<file path="src/rtl/rv_ram_reader_if.sv">
// Request/response handshake bundle for rv_ram_reader.
// The requester uses the master modport, the reader uses the slave modport.
interface rv_ram_reader_if #(
    parameter int DATAW = 32,
    parameter int ADDRW = 8
);
    logic             req_valid;
    logic [ADDRW-1:0] req_addr;
    logic             req_ready;
    logic             rsp_valid;
    logic [DATAW-1:0] rsp_data;
    logic             rsp_ready;

    modport master (
        output req_valid, req_addr, rsp_ready,
        input  req_ready, rsp_valid, rsp_data
    );

    modport slave (
        input  req_valid, req_addr, rsp_ready,
        output req_ready, rsp_valid, rsp_data
    );
endinterface

</file>
<file path="src/rtl/rv_ram_reader.sv">
// Read-side initiator for a dual-port RAM: issues reads, queues returned data in a
// credit-protected response FIFO. Optional write-snoop bypass: RV_RAM_RD_BYPASS_EN.
module rv_ram_reader #(
    parameter int DATAW     = 32,
    parameter int ADDRW     = 8,
    parameter int RAM_LAT   = 1,
    parameter int RSP_DEPTH = 3
) (
    input  logic             clk,
    input  logic             reset_n,
    rv_ram_reader_if.slave   bus,
    output logic [ADDRW-1:0] ram_raddr,
    input  logic [DATAW-1:0] ram_rdata,
    input  logic             ram_wren,
    input  logic [ADDRW-1:0] ram_waddr,
    input  logic [DATAW-1:0] ram_wdata
);

    localparam int CNTW = $clog2(RSP_DEPTH + 2) + 1;
    localparam int PTRW = (RSP_DEPTH > 1) ? $clog2(RSP_DEPTH) : 1;

    logic             fire;
    logic             pop;
    logic             push;
    logic [DATAW-1:0] push_data;
    logic             hit;
    logic             ready_en;
    logic [CNTW-1:0]  count;
    logic [CNTW-1:0]  inflight;
    logic [PTRW-1:0]  wr_ptr;
    logic [PTRW-1:0]  rd_ptr;
    logic [DATAW-1:0] fifo_mem [RSP_DEPTH];

    assign fire      = bus.req_valid & bus.req_ready;
    assign pop       = bus.rsp_valid & bus.rsp_ready;
    assign ram_raddr = bus.req_addr;

    // Credits count every outstanding read so a push can never land on a full FIFO;
    // only registered terms feed req_ready.
    assign bus.req_ready = ready_en && ((count + inflight) < CNTW'(RSP_DEPTH));
    assign bus.rsp_valid = (count != '0);
    assign bus.rsp_data  = fifo_mem[rd_ptr];

`ifdef RV_RAM_RD_BYPASS_EN
    assign hit = ram_wren && (ram_waddr == bus.req_addr);
`else
    logic unused_snoop;
    assign hit          = 1'b0;
    assign unused_snoop = ^{ram_wren, ram_waddr};
`endif

    generate
        if (RAM_LAT == 0) begin : g_lat0
            assign push      = fire;
            assign push_data = hit ? ram_wdata : ram_rdata;
            assign inflight  = '0;
        end else begin : g_lat1
            logic             pipe_vld;
            logic             pipe_hit;
            logic [DATAW-1:0] pipe_wdata;

            // The RAM registers the address at the issue edge; the matching
            // data (or the snooped write data) is pushed one edge later.
            always_ff @(posedge clk or negedge reset_n) begin
                if (!reset_n) begin
                    pipe_vld   <= 1'b0;
                    pipe_hit   <= 1'b0;
                    pipe_wdata <= '0;
                end else begin
                    pipe_vld   <= fire;
                    pipe_hit   <= fire & hit;
                    pipe_wdata <= ram_wdata;
                end
            end

            assign push      = pipe_vld;
            assign push_data = pipe_hit ? pipe_wdata : ram_rdata;
            assign inflight  = CNTW'(pipe_vld);
        end
    endgenerate

    always_ff @(posedge clk or negedge reset_n) begin
        if (!reset_n) begin
            ready_en <= 1'b0;
            count    <= '0;
            wr_ptr   <= '0;
            rd_ptr   <= '0;
            for (int i = 0; i < RSP_DEPTH; i++) begin
                fifo_mem[i] <= '0;
            end
        end else begin
            ready_en <= 1'b1;
            if (push) begin
                fifo_mem[wr_ptr] <= push_data;
                wr_ptr <= (wr_ptr == PTRW'(RSP_DEPTH - 1)) ? '0 : wr_ptr + PTRW'(1);
            end
            if (pop) begin
                rd_ptr <= (rd_ptr == PTRW'(RSP_DEPTH - 1)) ? '0 : rd_ptr + PTRW'(1);
            end
            case ({push, pop})
                2'b10:   count <= count + CNTW'(1);
                2'b01:   count <= count - CNTW'(1);
                default: count <= count;
            endcase
        end
    end

endmodule

</file>
<file path="src/flat_wrapper.sv">
// flat-port wrapper written by rule: the top's interface ports become plain ports
module rv_ram_reader_flat 
#(
    parameter int DATAW     = 32,
    parameter int ADDRW     = 8,
    parameter int RAM_LAT   = 1,
    parameter int RSP_DEPTH = 3
)
  (clk, reset_n, ram_raddr, ram_rdata, ram_wren, ram_waddr, ram_wdata, bus_req_valid, bus_req_addr, bus_rsp_ready, bus_req_ready, bus_rsp_valid, bus_rsp_data);
  rv_ram_reader_if #(.DATAW(DATAW), .ADDRW(ADDRW)) bus_i ();
  input  logic clk;
  input  logic reset_n;
  output logic [ADDRW-1:0] ram_raddr;
  input  logic [DATAW-1:0] ram_rdata;
  input  logic ram_wren;
  input  logic [ADDRW-1:0] ram_waddr;
  input  logic [DATAW-1:0] ram_wdata;
  input wire logic [$bits(bus_i.req_valid)-1:0] bus_req_valid;
  input wire logic [$bits(bus_i.req_addr)-1:0] bus_req_addr;
  input wire logic [$bits(bus_i.rsp_ready)-1:0] bus_rsp_ready;
  output wire logic [$bits(bus_i.req_ready)-1:0] bus_req_ready;
  output wire logic [$bits(bus_i.rsp_valid)-1:0] bus_rsp_valid;
  output wire logic [$bits(bus_i.rsp_data)-1:0] bus_rsp_data;
  assign bus_i.req_valid = bus_req_valid;
  assign bus_i.req_addr = bus_req_addr;
  assign bus_i.rsp_ready = bus_rsp_ready;
  assign bus_req_ready = bus_i.req_ready;
  assign bus_rsp_valid = bus_i.rsp_valid;
  assign bus_rsp_data = bus_i.rsp_data;
  rv_ram_reader #(.DATAW(DATAW), .ADDRW(ADDRW), .RAM_LAT(RAM_LAT), .RSP_DEPTH(RSP_DEPTH)) u_core (.clk(clk), .reset_n(reset_n), .bus(bus_i), .ram_raddr(ram_raddr), .ram_rdata(ram_rdata), .ram_wren(ram_wren), .ram_waddr(ram_waddr), .ram_wdata(ram_wdata));
endmodule
</file>
<file path="config.mk">
export PLATFORM = sky130hd
export DESIGN_NAME = rv_ram_reader_flat
export DESIGN_NICKNAME = d
export VERILOG_FILES = /design/src/rtl/rv_ram_reader_if.sv /design/src/rtl/rv_ram_reader.sv /design/src/flat_wrapper.sv
export SDC_FILE = /design/constraint.sdc
export NUM_CORES = 1
export LEC_CHECK = 0
export ABC_AREA = 1
export BUFFER_PORTS_ARGS = -buffer_cell sky130_fd_sc_hd__buf_2
export CAP_MARGIN = 20
export CORE_MARGIN = 3
export CORE_UTILIZATION = 48
export DETAILED_ROUTE_END_ITERATION = 10
export PLACE_DENSITY = 0.75
export SLEW_MARGIN = 20
export SYNTH_ARGS = -nofsm -noshare
export SYNTH_HDL_FRONTEND = slang
export SYNTH_SLANG_ARGS = --single-unit
</file>
<file path="constraint.sdc">
create_clock -name clk -period 1.8 [get_ports clk]
set_input_delay 0.09 -clock clk [delete_from_list [all_inputs] [get_ports clk]]
set_output_delay 0.09 -clock clk [all_outputs]
set_load 0.005 [all_outputs]
</file>
==> results of run 1 <==
sequential cells by signal, summed over array words and instances, names as in the netlist:
name,flops
u_core.count,4
u_core.ready_en,1
u_core.wr_ptr,2
u_core.fifo_mem,96
u_core.g_lat1.pipe_vld,1
u_core.rd_ptr,2
synth_stat cells:
master | instances | share of area
nand2_1 | 180 | 0.14
dfrtp_1 | 106 | 0.53
nand3_1 | 69 | 0.069
o21ai_2 | 44 | 0.077
inv_1 | 43 | 0.032
o21ai_1 | 41 | 0.041
buf_2 | 15 | 0.015
o21ai_0 | 15 | 0.015
buf_6 | 12 | 0.027
buf_4 | 9 | 0.013
nor2_1 | 7 | 0.0053
ha_1 | 5 | 0.013
clkbuf_1 | 4 | 0.0030
buf_1 | 2 | 0.0015
nand3_2 | 2 | 0.0040
xnor2_1 | 2 | 0.0035
xor2_1 | 2 | 0.0035
a21oi_1 | 1 | 0.0010
a31oi_1 | 1 | 0.0013
conb_1 | 1 | 0.00075
inv_2 | 1 | 0.00075
nand3_4 | 1 | 0.0035
nor2_2 | 1 | 0.0013
nor2_4 | 1 | 0.0022
or2_1 | 1 | 0.0013
cell families after synthesis:
logic type | count (synthesis) | synth area share
AOI/OAI and AO/OA | 102 | 0.135
xor gates and xnor gates | 4 | 0.00700
adders and majority gates | 5 | 0.0125
buffers and inverters | 86 | 0.0930
DFF | 106 | 0.530
other | 1 | 0.000749
and+or+nand+nor | 262 | 0.222
worst max-delay path by stage:
stage,startpoint,slack [ps],end
floorplan,u_core.count[2]$_DFFE_PN0P_,5,u_core.count[2]$_DFFE_PN0P_
global placement,u_core.count[0]$_DFFE_PN0P_,100,u_core.count[2]$_DFFE_PN0P_
detailed placement,u_core.count[0]$_DFFE_PN0P_,-20,u_core.count[2]$_DFFE_PN0P_
CTS,u_core.count[1]$_DFFE_PN0P_,10,u_core.count[2]$_DFFE_PN0P_
global route,u_core.count[0]$_DFFE_PN0P_,-70,bus_req_ready
finish,u_core.count[0]$_DFFE_PN0P_,40,bus_req_ready
metal layers:
metal | GRT usage | up-vias
met2 | 0.338 | 115
met1 | 0.254 | 1902
met5 | 0 | -
met4 | 0.0676 | 0
met3 | 0.0454 | 11
li1 | - | 1977
repair_timing:
action | CTS | global route
hold buffers | 15 | 0
pin swaps | 9 | 7
endpoints found under the hold margin | 50 | 0
gates resized for setup | 12 | 8
setup endpoints to repair | 2 | 24
setup buffers | 4 | 3
final cells by class:
type	instances	area [um2]
Clock buffer	11	141
Tap cell	133	166
Clock inverter	5	38.8
Timing Repair Buffer	112	778
Sequential cell	106	2650
Fill cell	912	4040
Multi-Input combinational cell	374	1970
Inverter	44	165
report_power, final:
part | switching [mW] | total (mW) | internal [mW] | leakage, nW
logic | 2.65 | 4.82 | 2.17 | 1.77
registers | 0.643 | 4.20 | 3.56 | 1.19
clock network | 0.798 | 1.35 | 0.549 | 0.0899
total | 4.09 | 10.4 | 6.28 | 3.04
per-stage QoR:
stage          setup WS, ps  hold WS (ps)  TNS (ps)  area, um2  cells
6_report               37.5          14.7         0       5910    785
5_1_grt               -72.2          3.83      -106       5910    785
4_1_cts                9.88         0.689         0       5860    782
3_5_place_dp          -15.1          71.6     -15.1       5440    747
3_3_place_gp            102          65.0         0       5440    747
2_1_floorplan          4.86          -206         0       5010    566
worst min-delay path, cell delays in order:
cell	delay [ps]
buf_2	100
inv_1	80
o21ai_1	70
==> results.toml, run 1 <==
[routing]
wl_per_cell_um = 14.1
wl_met2_mm = 5.68
drc = 0
via_per_inst = 5.10
dr.max_layer_used = "met4"
first_iter_violations = 305
drt-pass1-iter-count = 5
wl_met3_um = 531
num_vias = 4005
m1WireLength_mm = 4.67
ant_nets = 0
wl_mm = 11.0

[placed_design]
gp_congestion = 0.774
portBuffers = 69
hpwl_mm = 6.95

[setup_path]
r2r_end = "u_core.count[2]$_DFFE_PN0P_"
crit_required_ps = 1710
rrSetupSlack_ps = 50
crit_chain = "buf_6 > ha_4 > ha_4 > nand2_2 > nand2_1 > nor2_1 > nand2_1 > inv_1 > buf_2"
startpoint_type = "flip-flop"
r2r_start = "u_core.count[0]$_DFFE_PN0P_"
cp.arrival_ps = 1670
slowest_stage = "dfrtp_1"
critPathBufInv = 3
cp_max_fo = 2
crit_path_end_kind = "output pin"
r2r_cells = 12
slowest_delay_ps = 410
worstSetupPathType = "reg -> out"
path_depth = 9
path_delay_family = "adder cells"

[floorplanning]
row_count = 36
coreArea_um2 = 9950
die_area_um2 = 11700
start_util = 0.503
die_y_um = 108
die_x_um = 108
ios = 127

[global_route]
grt-ovfl-total = 0
gr-usage-all-layers = 0.200
grt_max_degree = 57
first_global_vias = 3891
grt_pass1_wl_mm = 18.4
antenna_found_initial = 0

[timing]
skew_ps = 12.9
finalSetupViolCount = 0
rsz0062_at_grt = "true"
finalHoldViolations = 0
slew_violations = 0
finalCritPeriodShare = 0.979
fmax_mhz = 567
post-route-min-period_ps = 1760

[synthesis]
synth_cell_types = 25
ys_seq_area_frac = 0.530
ys.warnings.count = 0
netlist_area_um2 = 5000
netlist_instances = 566
postSynthAreaPerCell_um2 = 8.84
synth-seq-cells = 106
syn-num-nets = 656

[clock_tree]
clk_pin_slew_ps = 90
clock_latency_ps = 370
clockRootBuffer = "clkbuf_8"
cts.path.max_buffers = 2
numCtsBuffers = 9
cts_tree = "done"
clock_sinks = 106
htreeDepth = 3

[finish]
mostFrequentLayoutCells = "176 x nand2_1, 106 x dfrtp_1, 68 x nand3_1, 68 x buf_2, 44 x o21ai_2"
nets = 737
syn2layout_area_growth_pct = 18.1
layout-drive-gt1-share = 0.271
antenna_cells = 0
final_core_util = 0.594
final_common_cell = "nand2_1"

[worst_hold_path]
worstHoldPathCells = 3
min_path_type = "in -> reg"
min_to = "u_core.fifo_mem[75]$_DFFE_PN0P_"
hold_path.startpoint = "ram_rdata[11]"

[status]
status = "completed"

[power_and_ir_drop]
leakage_nw = 3.04
vdd_drop_max_uv = 856
p_per_area_nw_per_um2 = 1750
p_total_mw = 10.4

[job]
drv_cap = 0
No activity file was read; power rests on OpenSTA's default activity.
==> inputs of run 2 (changes only) <==
--- a/config.mk
+++ b/config.mk
@@ -9,10 +9,10 @@
 export BUFFER_PORTS_ARGS = -buffer_cell sky130_fd_sc_hd__buf_2
 export CAP_MARGIN = 20
 export CORE_MARGIN = 3
-export CORE_UTILIZATION = 48
+export CORE_UTILIZATION = 47
 export DETAILED_ROUTE_END_ITERATION = 10
-export PLACE_DENSITY = 0.75
-export SLEW_MARGIN = 20
+export PLACE_DENSITY = 0.74
+export SLEW_MARGIN = 25
 export SYNTH_ARGS = -nofsm -noshare
 export SYNTH_HDL_FRONTEND = slang
 export SYNTH_SLANG_ARGS = --single-unit
==> results.toml, run 2 (synthesis results as in run 1) <==
[routing]
first_iter_violations = 346
drt-pass1-iter-count = 6
via_per_inst = 5.09
wl_mm = 11.0
wl_per_cell_um = 14.1
drc = 0
num_vias = 3987
ant_nets = 0

[finish]
fill_cells = 908
syn2layout_area_growth_pct = 17.5
largest_reg_flops = 96
top_regs = "u_core.fifo_mem: 96 flops, u_core.count: 4 flops"
final_core_util = 0.570
nets = 734
final_common_cell = "nand2_1"
mostFrequentLayoutCells = "178 x nand2_1, 105 x dfrtp_1, 69 x nand3_1, 68 x buf_2, 44 x o21ai_2"
antenna_cells = 0
top_register = "u_core.fifo_mem"
layout-drive-gt1-share = 0.269

[timing]
post-route-min-period_ps = 1780
fin_ws_ps = 18.9
relSlewSlack = 0.640
rsz0062_at_grt = "true"
finalSetupViolCount = 0
slew_violations = 0
worst_pin_slew_ps = 540
finalCritPeriodShare = 0.990
fmax_mhz = 561
skew_ps = 9.63
finalHoldViolations = 0

[job]
drv_cap = 0

[clock_tree]
cts_tree = "done"
clock_sinks = 106
htreeDepth = 3
cts.path.max_buffers = 2
clk_pin_slew_ps = 100
numCtsBuffers = 9
clockRootBuffer = "clkbuf_8"
clock_latency_ps = 360

[floorplanning]
ios = 127
coreArea_um2 = 10300
die_y_um = 109
die_area_um2 = 11900
row_count = 37
start_util = 0.485
die_x_um = 109

[power_and_ir_drop]
p_per_area_nw_per_um2 = 1770
leakage_nw = 3.04
vdd_drop_max_uv = 669

[global_route]
gr-usage-all-layers = 0.199
grt_max_degree = 53
first_global_vias = 3893
antenna_found_initial = 0
grt-ovfl-total = 0
grt_pass1_wl_mm = 18.6

[placed_design]
gp_congestion = 0.819
portBuffers = 69
dp_slack_ps = -33.8
hpwl_mm = 7.08

[status]
status = "completed"

[worst_hold_path]
min_path_type = "in -> reg"

[setup_path]
worstSetupPathType = "reg -> reg"
crit_path_end_kind = "flip-flop"
slowest_delay_ps = 400
crit_required_ps = 2070
cp.arrival_ps = 2050
crit_chain = "nor2_1 > nand2_1 > nand2_2 > inv_2 > ha_4 > nand2_1 > inv_2 > nor2_4 > ha_2 > a21oi_2 > or2_1 > a31oi_1"
cp_max_fo = 3
startpoint_type = "flip-flop"
slowest_stage = "dfrtp_1"
[run 2: cell types whose count changed in the layout (fill, tap and decap cells not counted), sizes merged]
cell and delta:
dlygate4sd3 -5, buf +2, clkinv -2, bufinv +1
[run 2: path summary, 6_finish.rpt]
kind / startpoint / end / slack (ps) / cells after the start
worst max-delay path: u_core.count[0]$_DFFE_PN0P_ / u_core.count[2]$_DFFE_PN0P_ / 20 / 12
worst min-delay path: ram_rdata[27] / u_core.fifo_mem[91]$_DFFE_PN0P_ / 20 / 3
worst max register to register: u_core.count[0]$_DFFE_PN0P_ / u_core.count[2]$_DFFE_PN0P_ / 20 / 12
worst min register to register: u_core.fifo_mem[40]$_DFFE_PN0P_ / u_core.fifo_mem[40]$_DFFE_PN0P_ / 490 / 2
max in group asynchronous: reset_n / u_core.g_lat1.pipe_vld$_DFF_PN0_ / 860 / 3
min in group asynchronous: reset_n / u_core.fifo_mem[8]$_DFFE_PN0P_ / 240 / 2
[run 2: layout make-up]
type | instances | area, um2 | share of cell area
clock buffers | 11 | 141 | 0.0240
clock inverters | 4 | 51.3 | 0.00872
inverters | 44 | 165 | 0.0281
multi-input cells | 374 | 1940 | 0.330
flip-flops and latches | 106 | 2650 | 0.451
well taps | 136 | 170 | 0.0289
repair buffers | 109 | 756 | 0.129
[run 2: power by group]
part	internal [mW]	switching [mW]
Sequential	3.56	0.639
Combinational	2.15	2.63
Clock	0.678	0.767
[run 2: metrics by stage]
step / power (mW) / setup TNS (ps) / instances / cell area (um2) / hold slack, ps
after global placement: 8.64 / 0 / 750 / 5460 / 104
after CTS: 10.5 / 0 / 781 / 5850 / 1.47
after floorplan: 7.12 / 0 / 566 / 5010 / -206
after detailed placement: 8.85 / -33.8 / 750 / 5460 / 111
after global routing: 11.4 / -131 / 784 / 5880 / 8.47
final: 10.4 / 0 / 784 / 5880 / 20.2
[run 2: critical path, delay by kind of cell (launching register included)]
family	cells	cell delay (ps)
simple gates	6	660
flops	1	400
fa+ha+maj	2	340
compound gates	2	190
buf+inv	2	110
[run 2: routing by layer]
layer  part of all wire  global-route usage  up-vias
met5                  0                   0        -
met4             0.0072              0.0668        0
met3              0.044              0.0302        7
met2               0.51               0.338       94
met1               0.44               0.260     1914
li1                   -                   -     1972
[run 2: repair_timing]
action                     in CTS  in global routing
pin swaps                       8                  4
hold buffers                   10                  0
setup endpoints to repair       2                  9
cloned                          0                  0
gates resized for setup        12                  3
hold endpoints to repair       49                  0
setup buffers                   7                  3
==> inputs of run 3 (changes only) <==
--- a/config.mk
+++ b/config.mk
@@ -7,11 +7,13 @@
 export LEC_CHECK = 0
 export ABC_AREA = 1
 export BUFFER_PORTS_ARGS = -buffer_cell sky130_fd_sc_hd__buf_2
-export CAP_MARGIN = 20
+export CAP_MARGIN = 5
+export CELL_PAD_IN_SITES_DETAIL_PLACEMENT = 1
+export CELL_PAD_IN_SITES_GLOBAL_PLACEMENT = 1
 export CORE_MARGIN = 3
-export CORE_UTILIZATION = 47
+export CORE_UTILIZATION = 36
 export DETAILED_ROUTE_END_ITERATION = 10
-export PLACE_DENSITY = 0.74
+export PLACE_DENSITY = 0.76
 export SLEW_MARGIN = 25
 export SYNTH_ARGS = -nofsm -noshare
 export SYNTH_HDL_FRONTEND = slang
==> results.toml, run 3 (synthesis results as in run 1) <==
[status]
status = "completed"

[timing]
slew_violations = 0
rsz0062_at_grt = "true"
fmax_mhz = 566
skew_ps = 8.36
finalSetupViolCount = 0
finalCritPeriodShare = 0.981
worst_pin_slew_ps = 584
post-route-min-period_ps = 1770
relSlewSlack = 0.611
whs_ps = 28.2
finalHoldViolations = 0

[clock_tree]
clockRootBuffer = "clkbuf_16"
numCtsBuffers = 9
cts.path.max_buffers = 2
clock_latency_ps = 340
cts_tree = "done"
clk_pin_slew_ps = 70
htreeDepth = 3
clock_sinks = 106

[finish]
fill_cells = 1594
top_register = "u_core.fifo_mem"
syn2layout_area_growth_pct = 18.5
largest_reg_flops = 96
instances_no_fill = 811
final_common_cell = "nand2_1"
nets = 721
top_regs = "u_core.fifo_mem: 96 flops, u_core.count: 4 flops"
mostFrequentLayoutCells = "174 x nand2_1, 106 x dfrtp_1, 69 x nand3_1, 67 x buf_2, 44 x o21ai_2"
layout-drive-gt1-share = 0.276
antenna_cells = 0

[power_and_ir_drop]
p_comb_frac = 0.435
leakage_nw = 3.03
vdd_drop_max_uv = 675
switching_power_mw = 4.35
power_frac_clock = 0.187
p_per_area_nw_per_um2 = 1900
sw_frac_of_total = 0.387
seq_power_share = 0.378
intPower_mw = 6.91
p_total_mw = 11.3

[setup_path]
critPathBufInv = 3
rrSetupSlack_ps = 100
startpoint_type = "flip-flop"
crit_required_ps = 1710
r2r_end = "u_core.count[2]$_DFFE_PN0P_"
path_delay_family = "flip-flops"
startpoint = "u_core.count[0]$_DFFE_PN0P_"
worstSetupPathType = "reg -> out"
crit_path_end_kind = "output pin"
cp_max_fo = 2
r2r_start = "u_core.count[0]$_DFFE_PN0P_"
slowest_delay_ps = 390
cp.arrival_ps = 1680
r2r_cells = 12
slowest_stage = "dfrtp_1"
crit_chain = "buf_6 > ha_4 > ha_4 > xor2_1 > nor2_4 > nand2_2 > inv_2 > buf_6"

[routing]
via_per_inst = 5.02
wl_per_cell_um = 16.2
wl_mm = 13.1
first_iter_violations = 259
ant_nets = 0
drt-pass1-iter-count = 4
drc = 0
num_vias = 4070

[worst_hold_path]
min_path_type = "in -> reg"
worstHoldPathCells = 3
min_to = "u_core.fifo_mem[78]$_DFFE_PN0P_"
hold_path.startpoint = "ram_rdata[14]"

[placed_design]
place_inst = 790
portBuffers = 69
gp_congestion = 0.755
hpwl_mm = 8.54

[floorplanning]
die_area_um2 = 15400
coreArea_um2 = 13400
die_y_um = 124
row_count = 42
ios = 127
start_util = 0.373
die_x_um = 124

[job]
drv_cap = 0

[global_route]
grt-ovfl-total = 0
grt_max_degree = 59
gr-usage-all-layers = 0.179
grt_pass1_wl_mm = 21.4
first_global_vias = 4162
antenna_found_initial = 0
-- run 3: cell type report --
cell class / count / area (um2) / area share
multi-input combinational: 374 / 1970 / 0.333
sequential: 106 / 2650 / 0.447
clock inverter: 5 / 78.8 / 0.0133
tap: 176 / 220 / 0.0371
clock buffer: 10 / 239 / 0.0403
inverter: 44 / 165 / 0.0278
timing repair buffer: 96 / 603 / 0.102
-- run 3: what timing repair did --
action / CTS / global route
setup buffers: 4 / 1
endpoints found under the hold margin: 42 / 0
setup endpoints to repair: 2 / 3
gates resized for setup: 10 / 13
pin swaps: 10 / 9
hold buffers: 2 / 0
-- run 3: through the flow --
| step | worst slack (ps) | util | area [um2] | setup TNS [ps] |
|---|---|---|---|---|
| 5_1_grt | -39.9 | 0.443 | 5930 | -59.2 |
| 2_1_floorplan | 4.86 | - | 5010 | 0 |
| 3_5_place_dp | -37.9 | 0.409 | 5480 | -37.9 |
| 3_3_place_gp | 72.6 | 0.409 | 5480 | 0 |
| 6_report | 33.3 | 0.443 | 5930 | 0 |
| 4_1_cts | 3.44 | 0.440 | 5890 | 0 |
-- run 3: routing by layer --
metal,up-vias,global-route usage,part of all wire
met1,2023,0.240,0.45
met5,-,0,0
met3,10,0.0336,0.045
li1,1955,-,-
met4,0,0.0459,0.0095
met2,82,0.300,0.50
-- run 3: power by group through the flow --
| stage | clock network [mW] | logic (mW) | registers [mW] |
|---|---|---|---|
| floorplan | 0 | 3.01 | 4.10 |
| global placement | 0 | 4.54 | 4.18 |
| detailed placement | 0 | 4.78 | 4.27 |
| CTS | 2.17 | 4.93 | 4.25 |
| global route | 2.26 | 5.58 | 4.40 |
| finish | 2.11 | 4.90 | 4.25 |
-- run 3: how the worst max path moves through the flow --
stage,to,cells past startpoint
2_1_floorplan,u_core.count[2]$_DFFE_PN0P_,13
3_3_place_gp,u_core.count[2]$_DFFE_PN0P_,12
3_5_place_dp,u_core.count[2]$_DFFE_PN0P_,12
4_1_cts,u_core.count[2]$_DFFE_PN0P_,12
5_1_grt,bus_req_ready,8
6_report,bus_req_ready,8
-- run 3: tightest hold or removal path: stages --
cell and delay (ps):
buf_2 70, inv_1 60, o21ai_2 120
